===== config.mk =====
export PLATFORM = sky130hd
export DESIGN_NAME = cube_scan_driver
export DESIGN_NICKNAME = d
export VERILOG_FILES = /design/src/rtl/cube_scan_driver_pkg.sv /design/src/rtl/cube_scan_driver_timer.sv /design/src/rtl/cube_scan_driver.sv
export SDC_FILE = /design/constraint.sdc
export NUM_CORES = 1
export LEC_CHECK = 0
export CORE_MARGIN = 4
export CORE_UTILIZATION = 56
export CTS_CLUSTER_SIZE = 10
export DETAILED_ROUTE_END_ITERATION = 10
export MAX_ROUTING_LAYER = met4
export PLACE_DENSITY = 0.8
export SYNTH_ARGS = -nofsm -noshare
export SYNTH_HDL_FRONTEND = slang
export SYNTH_HIERARCHICAL = 1
export SYNTH_SLANG_ARGS = --single-unit

===== constraint.sdc =====
create_clock -name clk -period 4.11 [get_ports clk]
set_input_delay 0.822 -clock clk [delete_from_list [all_inputs] [get_ports clk]]
set_output_delay 0.822 -clock clk [all_outputs]
set_load 0.01 [all_outputs]

===== src/rtl/cube_scan_driver_pkg.sv =====
// Shared constants, FSM encoding and LED polarity helpers for the cube scan driver.
// Latency: n/a (types and pure functions only).
// Backpressure: n/a.
package cube_scan_driver_pkg;

    localparam int N_PLANES = 3;
    localparam int N_ROWS   = 9;
    localparam int FRAME_W  = 27;

    typedef enum logic [1:0] {
        S_OFF   = 2'd0,
        S_BLANK = 2'd1,
        S_DRIVE = 2'd2
    } state_t;

    // Plane sinks are active low, row drives active high.
    localparam logic [N_PLANES-1:0] VERT_DARK = 3'b111;
    localparam logic [N_PLANES-1:0] VERT_LAMP = 3'b000;
    localparam logic [N_ROWS-1:0]   ROWS_DARK = 9'h000;
    localparam logic [N_ROWS-1:0]   ROWS_LAMP = 9'h1FF;

    // Active-low sink pattern selecting a single plane.
    function automatic logic [N_PLANES-1:0] plane_sink(input logic [1:0] p);
        plane_sink = ~(N_PLANES'(1) << p);
    endfunction

    // Nine row bits belonging to plane p of a frame.
    function automatic logic [N_ROWS-1:0] plane_rows(input logic [FRAME_W-1:0] f,
                                                     input logic [1:0]         p);
        case (p)
            2'd0:    plane_rows = f[8:0];
            2'd1:    plane_rows = f[17:9];
            2'd2:    plane_rows = f[26:18];
            default: plane_rows = ROWS_DARK;
        endcase
    endfunction

endpackage


===== src/rtl/cube_scan_driver_timer.sv =====
// Load/terminal-count down-counter timing each blank and dwell interval.
// Latency: done_o is high on the last cycle of a loaded interval of N cycles.
// Backpressure: none; clear_i wins over load_i, the count saturates at zero.
module scan_timer #(
    parameter int CNT_W = 16
) (
    input  logic             clk,
    input  logic             reset_n,
    input  logic             clear_i,
    input  logic             load_i,
    input  logic [CNT_W-1:0] load_val_i,
    output logic             done_o
);

    logic [CNT_W-1:0] cnt_q;

    // Count down from the loaded interval length; never wraps below zero.
    always_ff @(posedge clk or negedge reset_n) begin
        if (!reset_n) begin
            cnt_q <= '0;
        end else if (clear_i) begin
            cnt_q <= '0;
        end else if (load_i) begin
            cnt_q <= load_val_i;
        end else if (cnt_q != '0) begin
            cnt_q <= cnt_q - CNT_W'(1);
        end
    end

    assign done_o = (cnt_q == CNT_W'(1));

endmodule


===== src/rtl/cube_scan_driver.sv =====
// Time-multiplexes a 27-bit LED cube frame onto 3 plane sinks and 9 row drives.
// Latency: outputs registered, reflecting the FSM state entered on the same edge.
// Backpressure: frame_ready low while a shadow frame waits for the next frame boundary.
module cube_scan_driver
    import cube_scan_driver_pkg::*;
#(
    parameter int DWELL_CYCLES = 50000,
    parameter int BLANK_CYCLES = 8
) (
    input  logic                clk,
    input  logic                reset_n,
    input  logic                enable,
    input  logic                lamp_test,
    input  logic [FRAME_W-1:0]  frame_data,
    input  logic                frame_valid,
    output logic                frame_ready,
    output logic [N_PLANES-1:0] vert_n,
    output logic [N_ROWS-1:0]   rows,
    output logic [1:0]          scan_plane,
    output logic                frame_done
);

    localparam int MAX_CYC = (DWELL_CYCLES > BLANK_CYCLES) ? DWELL_CYCLES : BLANK_CYCLES;
    localparam int CNT_W   = $clog2(MAX_CYC + 1);
    localparam logic [CNT_W-1:0] DWELL_LD = CNT_W'(DWELL_CYCLES);
    localparam logic [CNT_W-1:0] BLANK_LD = CNT_W'(BLANK_CYCLES);

    state_t               state_q, state_d;
    logic [1:0]           plane_q, plane_d;
    logic [FRAME_W-1:0]   disp_q, disp_d;
    logic [FRAME_W-1:0]   shadow_q;
    logic                 pending_q;
    logic [N_PLANES-1:0]  vert_n_q;
    logic [N_ROWS-1:0]    rows_q;
    logic [1:0]           scan_plane_q;
    logic                 frame_done_q;

    logic                 tmr_done, tmr_load, tmr_clear;
    logic [CNT_W-1:0]     tmr_val;
    logic                 frame_end, accept, swap;

    scan_timer #(.CNT_W(CNT_W)) u_timer (
        .clk        (clk),
        .reset_n    (reset_n),
        .clear_i    (tmr_clear),
        .load_i     (tmr_load),
        .load_val_i (tmr_val),
        .done_o     (tmr_done)
    );

    // Next-state, plane advance and timer reload on every interval boundary.
    always_comb begin
        state_d   = state_q;
        plane_d   = plane_q;
        tmr_load  = 1'b0;
        tmr_clear = 1'b0;
        tmr_val   = DWELL_LD;
        frame_end = 1'b0;
        if (!enable) begin
            state_d   = S_OFF;
            plane_d   = 2'd0;
            tmr_clear = 1'b1;
        end else begin
            case (state_q)
                S_OFF: begin
                    tmr_load = 1'b1;
                    if (BLANK_CYCLES == 0) begin
                        state_d = S_DRIVE;
                    end else begin
                        state_d = S_BLANK;
                        tmr_val = BLANK_LD;
                    end
                end
                S_BLANK: begin
                    if (tmr_done) begin
                        state_d  = S_DRIVE;
                        tmr_load = 1'b1;
                    end
                end
                S_DRIVE: begin
                    if (tmr_done) begin
                        tmr_load  = 1'b1;
                        frame_end = (plane_q == 2'd2);
                        plane_d   = frame_end ? 2'd0 : plane_q + 2'd1;
                        if (BLANK_CYCLES == 0) begin
                            state_d = S_DRIVE;
                        end else begin
                            state_d = S_BLANK;
                            tmr_val = BLANK_LD;
                        end
                    end
                end
                default: state_d = S_OFF;
            endcase
        end
    end

    // A frame is taken only into an empty shadow; a waiting shadow swaps in at frame end.
    assign accept = frame_valid && !pending_q;
    assign swap   = frame_end && pending_q;
    assign disp_d = swap ? shadow_q : disp_q;

    // FSM state and registered LED drive; lamp test overrides only the pins.
    always_ff @(posedge clk or negedge reset_n) begin
        if (!reset_n) begin
            state_q      <= S_OFF;
            plane_q      <= 2'd0;
            vert_n_q     <= VERT_DARK;
            rows_q       <= ROWS_DARK;
            scan_plane_q <= 2'd0;
            frame_done_q <= 1'b0;
        end else begin
            state_q      <= state_d;
            plane_q      <= plane_d;
            scan_plane_q <= plane_d;
            frame_done_q <= frame_end;
            if (lamp_test) begin
                vert_n_q <= VERT_LAMP;
                rows_q   <= ROWS_LAMP;
            end else if (state_d == S_DRIVE) begin
                vert_n_q <= plane_sink(plane_d);
                rows_q   <= plane_rows(disp_d, plane_d);
            end else begin
                vert_n_q <= VERT_DARK;
                rows_q   <= ROWS_DARK;
            end
        end
    end

    // Shadow capture, pending flag and tear-free displayed frame.
    always_ff @(posedge clk or negedge reset_n) begin
        if (!reset_n) begin
            shadow_q  <= '0;
            pending_q <= 1'b0;
            disp_q    <= '0;
        end else begin
            disp_q <= disp_d;
            if (swap) begin
                pending_q <= 1'b0;
            end else if (accept) begin
                shadow_q  <= frame_data;
                pending_q <= 1'b1;
            end
        end
    end

    assign frame_ready = ~pending_q;
    assign vert_n      = vert_n_q;
    assign rows        = rows_q;
    assign scan_plane  = scan_plane_q;
    assign frame_done  = frame_done_q;

endmodule


==> flow_results.org <==
** Power and ir drop
- Overall power after layout :: 0.001941 W
- Summed over all nets, the switching power comes to 0.0005345 W.
- Across the VDD grid, the largest voltage drop is 0.0002490 V.
- Sequential group share of total power :: 0.516
- Of the total power, combinational logic draws 0.164.
- Net switching share of the total power :: 0.2753
- Pwr per Cell Area :: 397.3 mW/mm^2
- Clock network fraction of design power :: 0.321
- For this design the static power due to leakage is 2.225 nW.
- Cell-internal power :: 0.001407 W

** Die
- Cell row count :: 30
- The floorplan step defined a die boundary enclosing 0.008742 mm^2.
- Die width :: 93.50 um
- Standard cell core area :: 0.006944 mm^2
- Measured along the y axis, the die boundary spans 93.50 um.
- During I/O placement, the number of pins put on the boundary was 48.
- For this configuration, the core starts out at a cell density of 0.5895.

** Clock network
- For the worst-skew pair, the clock arrives at the later sink with an insertion delay of 350 ps.
- The clock tree synthesis step divided the H-tree into 3 levels.
- No sink is reached through more buffers than the 2 on the longest clock path.
- Number of cells upsized or downsized after cts :: 0
- Master cell of the clock root buffer :: clkbuf_8
- After clock tree synthesis, the clock-pin slew on the worst setup and hold paths is 90 ps.
- CTS sink count :: 88
- Cts bufs inserted :: 9
- Hold buffer count at CTS :: 0
- After clock tree synthesis, the setup repair step added 0 buffers.
- TritonCTS built the clock tree.

** Detailed routing
- DR WL/cell :: 16.76 um
- The first detailed-routing pass ran for 4 iterations.
- Antenna Violating Nets Remaining :: 0
- Avg Vias per Cell :: 5.645
- Number of violations reported at the end of detailed-routing iteration 0 :: 159
- Via count :: 2653
- After detailed routing, the number of remaining DRC violations is 0.
- The routed design has 7.879 mm of wire.

** Place
- After detailed placement, the total cell area comes to 0.004674 mm^2.
- Post-DP HPWL :: 5.308 mm
- Input and output buffers added on the ports amount to 47.
- The congestion estimate from routability-driven global placement came to 0.8839.

** Yosys
- Proportion of netlist area held by the largest area contributor :: 0.5196
- Of all flip-flops after synthesis, the portion carrying an async set or reset was 1.000.
- The synthesized design contains 0 enable-type register cells.
- A synthesized cell averages 13.16 um^2.
- The most common cell in the synthesized netlist is dfrtp_1.
- Sequential area share after synthesis :: 0.5388
- During synthesis, Yosys emitted a total of 6 warnings.
- Counting instances in the post-synthesis netlist gives the leading cell types as 85 x dfrtp_1, 44 x mux2_2, 18 x nor2_1, 15 x o211a_1.
- Yosys attributes the largest share of cell area to dfrtp_1 52%, mux2_2 12%, mux2_4 3.7%, o211a_1 3.7%, a222oi_1 2.2%.
- Distinct cell type count after synthesis :: 50
- Most instantiated flip-flop cell in the synthesis netlist :: dfrtp_1
- The cell count after synthesis came out at 311.
- In this run the cell area of the synthesized design comes to 0.004094 mm^2.
- Summed over all instances, the cell type with the most area after synthesis is dfrtp_1.
- Register bit total from synthesis :: 88

** Cells and area
- The finished cells cover 0.004886 mm^2.
- In the final layout, the share of cells above drive strength 1 is 0.2513.
- At the end of the flow, the number of nets in the layout was 407.
- From synthesis to final layout, the design area changed by 19.35%.
- Measured on the finished design, the core utilization comes to 0.7036.
- Filler Cells Inserted :: 496
- The repair_antennas step left the layout with diodes totalling 0.

** Setup path
- At the worst endpoint, the required time is 4340 ps.
- Kind of end point of the critical path :: flip-flop
- Length in cells of the worst reg-to-reg path :: 9
- At the worst endpoint, the arrival time is 3380 ps.
- Setup slack on the worst flop-to-flop path :: 960 ps
- Crit Reg-Reg Startpoint :: u_timer/cnt_q[2]
- The worst setup path is launched from a flip-flop.
- The setup path with the least slack is of type reg -> reg.
- The worst register-to-register path ends at rows[8].
- Along the worst path, the maximum fanout reaches 28.

** Timing
- At the pin with the least slew margin, the transition time is 1072 ps.
- Measured against its own limit, the worst slew margin works out to 0.2853.
- Highest achievable clock rate :: 317.6 MHz
- Summed over all failing endpoints, the final setup total negative slack is 0 ps.
- The max-slew violation count came to 0.
- Setup repair after global routing missed its margin :: no
- Final period utilization :: 0.7661
- The final count of hold timing violations is 0.
- For the finished layout, the period the worst path requires is 3149 ps.
- Setup violators final :: 0
- Hold timing on the final database bottoms out at a slack of 497.0 ps.
- For the final database, setup skew stands at 8.092 ps.

** Hold path
- For hold timing, the worst endpoint is disp_q[21].
- The worst hold path belongs to the class reg -> reg.
- Depth of the worst hold-timing path :: 1
- Worst hold path startpoint :: disp_q[21]

** Global route
- Total Routing Usage GR :: 0.2027
- After global routing the overflow that remains totals 0.
- Wire length of the first global-routing pass :: 13.37 mm
- Pin count of the biggest net entering global routing :: 89
- Number of global-route vias before repair :: 2652
- The number of antenna violations at the first check in global routing came to 0.

** Run status
- Status :: finished, final reports clean

** Job
- Number of violations of the max-capacitance limit :: 0
## metal layers
layer  share of wire  vias up  track usage  wire (um)
met5               0        -            -          0
met4           0.012        0      0.06960         95
met2            0.46       81       0.2924       3649
met1            0.46     1323       0.2889       3634
li1                -     1240            -          -
met3           0.063        9      0.03942        500
## worst max-delay path by stage
stage | from | to | slack (ps) | cells after the start
after CTS | u_timer/cnt_q[2] | rows[2] | 970 | 9
after floorplan | u_timer/cnt_q[6] | rows[1] | 1250 | 10
after global routing | u_timer/cnt_q[6] | rows[8] | 670 | 10
final | u_timer/cnt_q[2] | rows[8] | 960 | 9
after detailed placement | enable | rows[8] | 980 | 7
after global placement | enable | rows[8] | 1100 | 7
## state kept, by name (all words and copies together), names as in the netlist, 2 cells and up
| name | count |
|---|---|
| shadow_q | 27 |
| state_q | 2 |
| vert_n | 3 |
| rows | 9 |
| u_timer/cnt_q | 16 |
| disp_q | 27 |
| scan_plane | 2 |
## final cells by class
cell class,instances,area (um^2),share of cell area
Multi-Input combinational cell,206,1790,0.3665
Timing Repair Buffer,54,520.5,0.1065
Clock inverter,6,73.82,0.01511
Inverter,10,37.54,0.007682
Clock buffer,10,137.6,0.02817
Sequential cell,88,2206,0.4515
Tap cell,96,120.1,0.02458
## critical path, cell delays in order (launching register included)
cell,delay (ps)
dfrtp_1,510
nor4_4,340
nand4b_1,120
nor2_1,400
nand2_2,200
nor3_4,200
buf_4,410
mux2_2,400
a222oi_1,340
o21bai_1,90
## power by group through the flow
| stage | clock network [W] | registers, W | logic (W) |
|---|---|---|---|
| finish | 0.000622 | 0.00100 | 0.000318 |
| global route | 0.000679 | 0.00101 | 0.000351 |
| CTS | 0.000637 | 0.00100 | 0.000320 |
| detailed placement | 0 | 0.00102 | 0.000318 |
| global placement | 0 | 0.00101 | 0.000307 |
| floorplan | 0 | 0.000997 | 0.000225 |
## placed cells by master, fill, tap and decap left out, types with 2 or more instances in the layout
cell	count
nor2_1	18
o21bai_1	10
nand4_1	4
nor4_1	3
o211a_1	15
inv_6	2
xnor2_1	10
clkbuf_8	10
conb_1	9
dfrtp_1	85
nand3b_1	5
ha_1	6
dfstp_2	3
inv_1	9
a21oi_1	8
a311o_1	2
mux2_4	10
nor4_4	2
nor2b_1	2
nand3_1	2
nor3_2	3
nand2b_1	8
buf_4	8
mux2_2	44
clkdlybuf4s50_1	46
clkinvlp_4	2
a222oi_1	9
or4_1	2
nor3_1	4
nand4b_1	2
nand2_1	9
## through the flow
stage | setup WS, ps | instances
6_report | 961.2 | 470
5_1_grt | 671.1 | 470
4_1_cts | 965.2 | 470
3_5_place_dp | 982.9 | 454
3_3_place_gp | 1097 | 454
2_1_floorplan | 1253 | 319
## cell families (layout without fill, tap and decap cells)
group                    count (synthesis)  in the layout  synth area share
other                                    1              9         0.0009160
AO/OA/AOI/OAI                           53             53            0.1125
adder cells (fa/ha/maj)                  6              6           0.01834
AND/OR/NAND/NOR                         72             72            0.1128
buffers and inverters                   25             80           0.03300
multiplexers                            55             55            0.1601
XOR/XNOR                                11             11           0.02353
flip-flops                              88             88            0.5388
Power figures use the tool's default switching activity.
